## src/rtl/sync_fifo_ex_if.sv

```systemverilog
// rtl/sync_fifo_ex_if.sv - write/read handshake and status bundle for sync_fifo_ex
// The FIFO binds the slave modport, the producer/consumer side binds master.
interface sync_fifo_ex_if #(
  parameter int DATA_WIDTH = 8,
  parameter int ADDR_WIDTH = 8
);
  logic [DATA_WIDTH-1:0] data_in;
  logic                  we;
  logic                  full;
  logic                  almost_full;
  logic [DATA_WIDTH-1:0] data_out;
  logic                  re;
  logic                  empty;
  logic                  almost_empty;
  logic [ADDR_WIDTH:0]   level;
  logic                  overflow;
  logic                  underflow;
  logic                  clear_err;

  modport slave (
    input  data_in, we, re, clear_err,
    output full, almost_full, data_out, empty, almost_empty, level, overflow, underflow
  );

  modport master (
    output data_in, we, re, clear_err,
    input  full, almost_full, data_out, empty, almost_empty, level, overflow, underflow
  );
endinterface

```

## src/rtl/sync_fifo_ex.sv

```systemverilog
// rtl/sync_fifo_ex.sv - single-clock FIFO with level, thresholds, optional FWFT and sticky errors
// FWFT mode chains the registered RAM read into an output register so reads sustain one word per cycle.
module sync_fifo_ex #(
  parameter int DATA_WIDTH = 8,
  parameter int ADDR_WIDTH = 8,
  parameter int FWFT       = 0,
  parameter int AFULL_TH   = (1 << ADDR_WIDTH) - 4,
  parameter int AEMPTY_TH  = 4
) (
  input  logic          clk,
  input  logic          reset_n,
  sync_fifo_ex_if.slave fifo
);
  localparam int DEPTH = 1 << ADDR_WIDTH;
  localparam logic [ADDR_WIDTH:0] DEPTH_LV  = (ADDR_WIDTH + 1)'(DEPTH);
  localparam logic [ADDR_WIDTH:0] AFULL_LV  = (ADDR_WIDTH + 1)'(AFULL_TH);
  localparam logic [ADDR_WIDTH:0] AEMPTY_LV = (ADDR_WIDTH + 1)'(AEMPTY_TH);
  localparam logic [ADDR_WIDTH:0] PTR_ONE   = (ADDR_WIDTH + 1)'(1);

  if (!(AEMPTY_TH < AFULL_TH && AFULL_TH <= DEPTH)) begin : g_th_check
    $error("sync_fifo_ex: thresholds must satisfy AEMPTY_TH < AFULL_TH <= DEPTH");
  end

  logic [DATA_WIDTH-1:0] mem [DEPTH];
  logic [ADDR_WIDTH:0]   wr_ptr;
  logic [ADDR_WIDTH:0]   rd_ptr;
  logic [ADDR_WIDTH:0]   level_q;
  logic [DATA_WIDTH-1:0] ram_q;
  logic [DATA_WIDTH-1:0] dout_q;
  logic                  ram_q_valid;
  logic                  out_valid;
  logic                  ovf_q;
  logic                  unf_q;

  logic ram_empty;
  logic ptr_full;
  logic full_w;
  logic empty_w;
  logic wr_acc;
  logic rd_acc;
  logic ram_rd;
  logic out_load;

  assign ram_empty = (wr_ptr == rd_ptr);
  assign ptr_full  = (wr_ptr[ADDR_WIDTH-1:0] == rd_ptr[ADDR_WIDTH-1:0]) &&
                     (wr_ptr[ADDR_WIDTH] != rd_ptr[ADDR_WIDTH]);

  // In FWFT mode up to two words sit outside the RAM, so fullness follows the word count.
  assign full_w  = (FWFT != 0) ? (level_q == DEPTH_LV) : ptr_full;
  assign empty_w = (FWFT != 0) ? !out_valid : ram_empty;

  assign wr_acc = fifo.we && !full_w;
  assign rd_acc = fifo.re && !empty_w;

  always_comb begin
    out_load = 1'b0;
    ram_rd   = 1'b0;
    if (FWFT != 0) begin
      out_load = ram_q_valid && (!out_valid || rd_acc);
      ram_rd   = !ram_empty && (!ram_q_valid || out_load);
    end else begin
      ram_rd   = rd_acc;
    end
  end

  always_ff @(posedge clk) begin
    if (wr_acc) begin
      mem[wr_ptr[ADDR_WIDTH-1:0]] <= fifo.data_in;
    end
  end

  always_ff @(posedge clk) begin
    if (FWFT != 0 && ram_rd) begin
      ram_q <= mem[rd_ptr[ADDR_WIDTH-1:0]];
    end
  end

  always_ff @(posedge clk or negedge reset_n) begin
    if (!reset_n) begin
      wr_ptr      <= '0;
      rd_ptr      <= '0;
      level_q     <= '0;
      dout_q      <= '0;
      ram_q_valid <= 1'b0;
      out_valid   <= 1'b0;
      ovf_q       <= 1'b0;
      unf_q       <= 1'b0;
    end else begin
      if (wr_acc) begin
        wr_ptr <= wr_ptr + PTR_ONE;
      end
      if (ram_rd) begin
        rd_ptr <= rd_ptr + PTR_ONE;
      end

      case ({wr_acc, rd_acc})
        2'b10:   level_q <= level_q + PTR_ONE;
        2'b01:   level_q <= level_q - PTR_ONE;
        default: level_q <= level_q;
      endcase

      // A new error in the same cycle as clear_err keeps the flag set.
      if (fifo.we && full_w) begin
        ovf_q <= 1'b1;
      end else if (fifo.clear_err) begin
        ovf_q <= 1'b0;
      end
      if (fifo.re && empty_w) begin
        unf_q <= 1'b1;
      end else if (fifo.clear_err) begin
        unf_q <= 1'b0;
      end

      if (FWFT != 0) begin
        if (ram_rd) begin
          ram_q_valid <= 1'b1;
        end else if (out_load) begin
          ram_q_valid <= 1'b0;
        end
        if (out_load) begin
          out_valid <= 1'b1;
          dout_q    <= ram_q;
        end else if (rd_acc) begin
          out_valid <= 1'b0;
        end
      end else if (ram_rd) begin
        dout_q <= mem[rd_ptr[ADDR_WIDTH-1:0]];
      end
    end
  end

  assign fifo.full         = full_w;
  assign fifo.empty        = empty_w;
  assign fifo.level        = level_q;
  assign fifo.almost_full  = (level_q >= AFULL_LV);
  assign fifo.almost_empty = (level_q <= AEMPTY_LV);
  assign fifo.data_out     = dout_q;
  assign fifo.overflow     = ovf_q;
  assign fifo.underflow    = unf_q;
endmodule
```

## src/flat_wrapper.sv

```systemverilog
// flat-port wrapper written by rule: the top's interface ports become plain ports
module sync_fifo_ex_flat 
#(
  parameter int DATA_WIDTH = 8,
  parameter int ADDR_WIDTH = 8,
  parameter int FWFT       = 0,
  parameter int AFULL_TH   = (1 << ADDR_WIDTH) - 4,
  parameter int AEMPTY_TH  = 4
)
  (clk, reset_n, fifo_data_in, fifo_we, fifo_re, fifo_clear_err, fifo_full, fifo_almost_full, fifo_data_out, fifo_empty, fifo_almost_empty, fifo_level, fifo_overflow, fifo_underflow);
  sync_fifo_ex_if #(.DATA_WIDTH(DATA_WIDTH), .ADDR_WIDTH(ADDR_WIDTH)) fifo_i ();
  input  logic clk;
  input  logic reset_n;
  input wire logic [$bits(fifo_i.data_in)-1:0] fifo_data_in;
  input wire logic [$bits(fifo_i.we)-1:0] fifo_we;
  input wire logic [$bits(fifo_i.re)-1:0] fifo_re;
  input wire logic [$bits(fifo_i.clear_err)-1:0] fifo_clear_err;
  output wire logic [$bits(fifo_i.full)-1:0] fifo_full;
  output wire logic [$bits(fifo_i.almost_full)-1:0] fifo_almost_full;
  output wire logic [$bits(fifo_i.data_out)-1:0] fifo_data_out;
  output wire logic [$bits(fifo_i.empty)-1:0] fifo_empty;
  output wire logic [$bits(fifo_i.almost_empty)-1:0] fifo_almost_empty;
  output wire logic [$bits(fifo_i.level)-1:0] fifo_level;
  output wire logic [$bits(fifo_i.overflow)-1:0] fifo_overflow;
  output wire logic [$bits(fifo_i.underflow)-1:0] fifo_underflow;
  assign fifo_i.data_in = fifo_data_in;
  assign fifo_i.we = fifo_we;
  assign fifo_i.re = fifo_re;
  assign fifo_i.clear_err = fifo_clear_err;
  assign fifo_full = fifo_i.full;
  assign fifo_almost_full = fifo_i.almost_full;
  assign fifo_data_out = fifo_i.data_out;
  assign fifo_empty = fifo_i.empty;
  assign fifo_almost_empty = fifo_i.almost_empty;
  assign fifo_level = fifo_i.level;
  assign fifo_overflow = fifo_i.overflow;
  assign fifo_underflow = fifo_i.underflow;
  sync_fifo_ex #(.DATA_WIDTH(DATA_WIDTH), .ADDR_WIDTH(ADDR_WIDTH), .FWFT(FWFT), .AFULL_TH(AFULL_TH), .AEMPTY_TH(AEMPTY_TH)) u_core (.clk(clk), .reset_n(reset_n), .fifo(fifo_i));
endmodule
```

## config.mk

```make
export PLATFORM = sky130hd
export DESIGN_NAME = sync_fifo_ex_flat
export DESIGN_NICKNAME = d
export VERILOG_FILES = /design/src/rtl/sync_fifo_ex_if.sv /design/src/rtl/sync_fifo_ex.sv /design/src/flat_wrapper.sv
export SDC_FILE = /design/constraint.sdc
export NUM_CORES = 2
export LEC_CHECK = 0
export CAP_MARGIN = 20
export CORE_MARGIN = 1
export CORE_UTILIZATION = 55
export CTS_BUF_LIST = sky130_fd_sc_hd__clkbuf_4
export CTS_CLUSTER_SIZE = 12
export DETAILED_ROUTE_END_ITERATION = 10
export HOLD_SLACK_MARGIN = 0.05
export PLACE_DENSITY_LB_ADDON = 0.25
export SETUP_SLACK_MARGIN = 0.3
export SYNTH_ARGS = -nofsm -noshare
export SYNTH_HDL_FRONTEND = slang
export SYNTH_SLANG_ARGS = --single-unit
```

## constraint.sdc

```tcl
create_clock -name clk -period 4.42 [get_ports clk]
set_clock_uncertainty 0.1 [all_clocks]
set_input_delay 1.105 -clock clk [delete_from_list [all_inputs] [get_ports clk]]
set_output_delay 1.105 -clock clk [all_outputs]
set_load 0.005 [all_outputs]
```

* Yosys cells after proc, flatten, opt, wreduce, memory -nomap -nowiden
Memory sizes are Yosys's and may differ from the RTL's. A register that Yosys moved wholly into a read port is not among the register bits.
Index checks and enable logic that the tools add are counted.
** Storage, ports and cells
- Memory bits (writable) :: 2048
- Bits in latches :: 0
- Register bits :: 29
- Bits of input ports :: 13
- Memory bits (read-only) :: 0
- Memories :: 1
** Operators by class
- Shift-type cells :: 0
- Magnitude comparators :: 2
- Equality and inequality tests :: 5
- Multiply operators :: 0
- Mux-type cells :: 6
- Reductions and logical operators :: 11
- Bitwise operators :: 0
- $add $sub $neg :: 4
- Div/mod/pow operators :: 0
** Memories
- u_core.mem :: depth 256, bits a word 8, rd ports 1, clocked after memory_dff 1, write ports 1, line sync_fifo_ex.sv:24 : logic [DATA_WIDTH-1:0] mem [DEPTH];
** Operator list (number)
- adder 9 x 1 -> 9 bit, second input constant :: 3
- one-hot mux 9 bit (2 select lines) :: 1
- equality test 9 bit :: 1
- greater-or-equal comparator 9 x 8 -> 1 bit, second input constant :: 1
- less-or-equal comparator 9 x 3 -> 1 bit, second input constant :: 1
- subtractor 9 x 1 -> 9 bit, second input constant :: 1
- equality test 8 bit :: 1
- nonzero test 2 bit :: 3
- logical AND 1 bit :: 5
- two-way mux 1 bit :: 5
- zero test 1 bit :: 3
- equality test 2 x 1 -> 1 bit, second input constant :: 1
- equality test 2 bit, second input constant :: 1
- inequality test 1 bit :: 1

* Depth between registers and ports, before layout
- Word-level depth :: 6
- Mapped depth :: 18
- Depth with buffers taken out :: 14

* Worst setup path before layout
No wires, ideal clock.
- Path kind :: reg2reg
- From :: register u_core.rd_ptr[0]
- To :: register u_core.level_q[8], in the netlist u_core.fifo.level[8]
- Clock period less this slack :: 4.055 ns
- Arrival :: 3.876 ns
- Setup slack :: 0.365 ns
- Path buffers :: 5
- Stages on the path, launching flop included :: 19
- Cells stage by stage :: dfrtp_1 buf_6 buf_12 buf_6 xor2_1 nor4_1 nand2_1 o21a_1 clkbuf_1 clkbuf_1 ha_1 fa_1 a21o_1 a21oi_1 o21bai_1 a2111o_1 and3_1 nor3_1 xor2_1
** On the way
- Elaborated cells on any way between the ends :: 11
- Those cells by class :: 4 x eq/ne; 1 x mux; 6 x reduce/logical
** RTL lines
- start, declared :: line sync_fifo_ex.sv:26 : logic [ADDR_WIDTH:0] rd_ptr;
- start signal, assigned :: line sync_fifo_ex.sv:93 : rd_ptr <= rd_ptr + PTR_ONE;
- equality test 9 bit * :: line sync_fifo_ex.sv:44 : assign ram_empty = (wr_ptr == rd_ptr);
- zero test 1 bit * :: line sync_fifo_ex.sv:53 : assign rd_acc = fifo.re && !empty_w;
- logical AND 1 bit * :: line sync_fifo_ex.sv:53
- net u_core.ram_rd :: line sync_fifo_ex.sv:41 : logic ram_rd;
- equality test 2 x 1 -> 1 bit or equality test 2 bit (tied branches) :: line sync_fifo_ex.sv:96 : case ({wr_acc, rd_acc})
- one-hot mux 9 bit (2 select lines) or nonzero test 2 bit (tied branches)
- end signal, assigned :: line sync_fifo_ex.sv:97 : 2'b10: level_q <= level_q + PTR_ONE;
- end signal, assigned :: line sync_fifo_ex.sv:98 : 2'b01: level_q <= level_q - PTR_ONE;
- end signal, assigned :: line sync_fifo_ex.sv:99 : default: level_q <= level_q;
- end, declared :: line sync_fifo_ex.sv:27 : logic [ADDR_WIDTH:0] level_q;
Mark *: on every way through the listed nets, which the timed path passes. The rest lies on a longest branch.
A chain may end at the register's enable or synchronous reset.

* Worst setup path after layout
- From :: register u_core.rd_ptr[0]
- To :: output fifo_full
** On the way
- Longest elaborated chain between the ends :: 2
** Ends and longest elaborated chain
- equality test 8 bit :: line sync_fifo_ex.sv:45 : assign ptr_full = (wr_ptr[ADDR_WIDTH-1:0] == rd_ptr[ADDR_WIDTH-1:0]) &&
- logical AND 1 bit :: line sync_fifo_ex.sv:45
- end, declared :: line flat_wrapper.sv:18 : output wire logic [$bits(fifo_i.full)-1:0] fifo_full;
Every way passes these cells.

==> reports/summary.json <==
{
  "grt_pass1_wl_mm": 300.7,
  "drt_wl_total_mm": 208.6,
  "worstMarginPinSlew_ns": 1.337,
  "pin_count_of_the_biggest_net_entering_global_routing": 142,
  "setup_violations": 0,
  "num-fill-cells": 10013,
  "tritoncts": "done",
  "finalNetCount": 4634,
  "ys_ff_latch": 2085,
  "rsz0062_at_grt": "no",
  "vias_after_detailed_routing": 43601,
  "number_of_global_route_vias_before_repair": 44063,
  "worst_flop_to_flop_path_startpoint": "u_core.rd_ptr[0]",
  "fp.dieW_um": 386.7,
  "start_util_pct": 55.64,
  "mappedNetlistNets": 3946,
  "timing_hold_violations_final": 0,
  "timing_max_transition_violations_final": 0,
  "worst_ep_arrival_time_ns": 2.80,
  "dieArea_mm2": 0.1495,
  "place_congestion": 0.8757,
  "crit_start": "u_core.rd_ptr[0]",
  "netlist_instances": 3919,
  "drc_marker_count_from_the_first_detailed_route_iteration": 5446,
  "whs_ns": 0.2627,
  "max-slew-margin-rel_pct": 10.86,
  "most_common_flop_cell_mapped_by_yosys": "sky130_fd_sc_hd__edfxtp_1",
  "mostFrequentLayoutCells": "2,048 x sky130_fd_sc_hd__edfxtp_1, 764 x sky130_fd_sc_hd__clkbuf_4, 488 x sky130_fd_sc_hd__mux4_2",
  "worst-r2r-setup-slack_ns": 0.55,
  "dieHeight_um": 386.7,
  "setup.worst_path.class": "reg2out",
  "initial_antenna_violation_count": 6,
  "tns_ns": 0,
  "area_of_the_mapped_netlist_mm2": 0.08138,
  "postRouteAntennaNets": 0,
  "outcome": "complete, no violations",
  "synth_area_per_cell_um2": 20.77,
  "crit_path_end": "fifo_full",
  "grt.overflow.total": 0,
  "firstDrtPassIters": 6,
  "dpl.cell_count": 5976,
  "leakage_nw": 30.56,
  "std_cell_rows": 140,
  "worst_ep_required_time_ns": 3.21,
  "wl_per_cell_um": 30.29,
  "endpoint_kind": "output pin",
  "synth_edf_count": 2048,
  "insertion_delay_ns": 1.34,
  "remaining_drc_errors": 0,
  "final_cycle_share_pct": 90.66,
  "cts_max_path_buffers": 4,
  "flow.area_growth_from_synthesis_pct": 13.82,
  "synth_seq_area_share_pct": 76.70,
  "cts_sinks": 2085,
  "number_of_cts_inserted_buffers": 540,
  "dp.final_hpwl_mm": 125.7,
  "worst_r2r_path_depth": 15,
  "layout.cells.most_common": "sky130_fd_sc_hd__edfxtp_1",
  "cts-htree-levels": 6,
  "synth-async-reset-ratio_pct": 1.775,
  "top_fanout_value_on_the_critical_path": 3,
  "cp-start-kind": "flop",
  "synthDistinctLibCells": 59,
  "power.density_mw_per_mm2": 593.7,
  "synth.yosys.warnings": 0,
  "fraction_of_final_layout_cells_with_drive_strength_greater_than_1_pct": 34.39,
  "groute.usage.overall_pct": 28.11,
  "port_buffers": 35,
  "maxCapViolations": 0,
  "final.min_clock_period_ns": 4.007,
  "critical_path.reg2reg.endpoint": "u_core.fifo.level[8]",
  "final_cells": 6888,
  "power.ir.vdd_worst_uv": 656.8,
  "hold_path_class": "in2reg",
  "num_io_pins": 36,
  "maximum_clock_rate_mhz": 249.6,
  "coreArea_mm2": 0.1463,
  "clkSlewWorstSetupHoldPaths_ns": 0.06,
  "cts_root_buf": "sky130_fd_sc_hd__clkbuf_4",
  "post_drt_via_cell_ratio": 6.330
}
[synthesized netlist by cell type (5+ instances only)]
master                        n  area, um2
sky130_fd_sc_hd__a21oi_1     67      335.3
sky130_fd_sc_hd__nor3_1       5      25.02
sky130_fd_sc_hd__clkbuf_1    92      345.3
sky130_fd_sc_hd__xnor2_1     18      157.7
sky130_fd_sc_hd__inv_1       13      48.80
sky130_fd_sc_hd__edfxtp_1  2048      61500
sky130_fd_sc_hd__o221ai_1    11      96.34
sky130_fd_sc_hd__buf_6       26      292.8
sky130_fd_sc_hd__mux2i_1    153       1531
sky130_fd_sc_hd__dfrtp_1     37      925.9
sky130_fd_sc_hd__a211oi_1    12      90.09
sky130_fd_sc_hd__and3_1       5      31.28
sky130_fd_sc_hd__nor2b_1     13      81.33
sky130_fd_sc_hd__o211ai_1    10      75.07
sky130_fd_sc_hd__mux2_2       9      101.4
sky130_fd_sc_hd__buf_2       62      310.3
sky130_fd_sc_hd__o21ai_1     33      165.2
sky130_fd_sc_hd__o21ai_0     75      375.4
sky130_fd_sc_hd__nand2_1    124      465.5
sky130_fd_sc_hd__a22o_1       6      52.55
sky130_fd_sc_hd__nor2_1     300       1126
sky130_fd_sc_hd__mux4_2     488      10990
sky130_fd_sc_hd__a221oi_1    41      359.1
sky130_fd_sc_hd__xor2_1      14      122.6
sky130_fd_sc_hd__buf_4       22      165.2
sky130_fd_sc_hd__o22ai_1     23      143.9
sky130_fd_sc_hd__ha_1        13      162.7
sky130_fd_sc_hd__nand3_1     48      240.2
sky130_fd_sc_hd__a22oi_1     57      427.9
sky130_fd_sc_hd__buf_1       30      112.6
[layer usage]
layer	vias to the layer above	global-route usage, %	share of wire, %	routed length [um]
met4	14	10.92	3.4	7089
met5	-	0	0.040	84
li1	17903	-	-	-
met1	22490	39.38	39	80460
met2	2765	42.98	47	98750
met3	429	7.000	11	22250
[logic make-up after synthesis]
group                    count (synthesis)  synth area share (%)
adder cells (fa/ha/maj)                 14                0.2245
AND/OR/NAND/NOR                        526                 2.686
multiplexers                           650                 15.51
AO/OA/AOI/OAI                          362                 2.893
buffers and inverters                  250                 1.637
flip-flops                            2085                 76.70
XOR/XNOR                                32                0.3444
[state kept, by name (all words and copies together), names as in the netlist]
| name | cells |
|---|---|
| u_core.mem | 2048 |
| u_core.fifo.level | 9 |
| u_core.wr_ptr | 9 |
| u_core.fifo.data_out | 8 |
| u_core.rd_ptr | 9 |
| u_core.fifo.overflow | 1 |
| u_core.fifo.underflow | 1 |
[metrics by stage]
step           total power, W  setup WS, ns  area (um2)  util, %
2_1_floorplan         0.03302        0.3647       81380        -
3_3_place_gp          0.03895        0.3094       85960    58.77
3_5_place_dp          0.03907        0.2927       85960    58.77
4_1_cts               0.05515        0.3066       92620    63.32
5_1_grt               0.05683        0.3051       92620    63.32
6_report              0.05499        0.4128       92630    63.33
[report_power, final]
| group | switching (W) | total [W] | internal, W | leakage (nW) |
|---|---|---|---|---|
| sequential | 0.000279 | 0.0223 | 0.0220 | 18.8 |
| combinational | 0.00996 | 0.0165 | 0.00657 | 7.73 |
| clock | 0.00750 | 0.0161 | 0.00864 | 3.97 |
[area by class of cell]
cell class,instances,area [um2],area share (%)
Tap cell,1917,2399,2.589
Antenna cell,4,10.01,0.01081
Multi-Input combinational cell,1584,17770,19.18
Timing Repair Buffer,381,3353,3.620
Clock inverter,138,859.6,0.9280
Clock buffer,764,5736,6.192
Inverter,15,63.81,0.06889
Sequential cell,2085,62440,67.41
[worst min-delay path by stage]
stage,from,end,slack (ns),cells after the start
after floorplan,u_core.wr_ptr[8],u_core.wr_ptr[8],0.36,1
after global placement,u_core.wr_ptr[8],u_core.wr_ptr[8],0.38,1
after detailed placement,u_core.rd_ptr[8],u_core.rd_ptr[8],0.39,1
after CTS,fifo_data_in[3],u_core.mem[83][3],0.13,1
after global routing,fifo_data_in[3],u_core.mem[83][3],0.21,1
final,fifo_data_in[3],u_core.mem[136][3],0.26,1
[worst max-delay path, stage by stage, from the launching register on]
cell	delay (ns)
sky130_fd_sc_hd__dfrtp_4	0.49
sky130_fd_sc_hd__xor2_1	0.15
sky130_fd_sc_hd__nor4_1	0.28
sky130_fd_sc_hd__nand2_1	0.10
sky130_fd_sc_hd__buf_6	0.15
sky130_fd_sc_hd__nor2_2	0.09
sky130_fd_sc_hd__dlygate4sd2_1	0.24
[repair_timing]
item	CTS	global route
hold buffers	1	0
endpoints found under the hold margin	37	0
gates resized for setup	7	0
buffers inserted	5	0
setup endpoints to repair	2	0
Power figures use the tool's default switching activity.
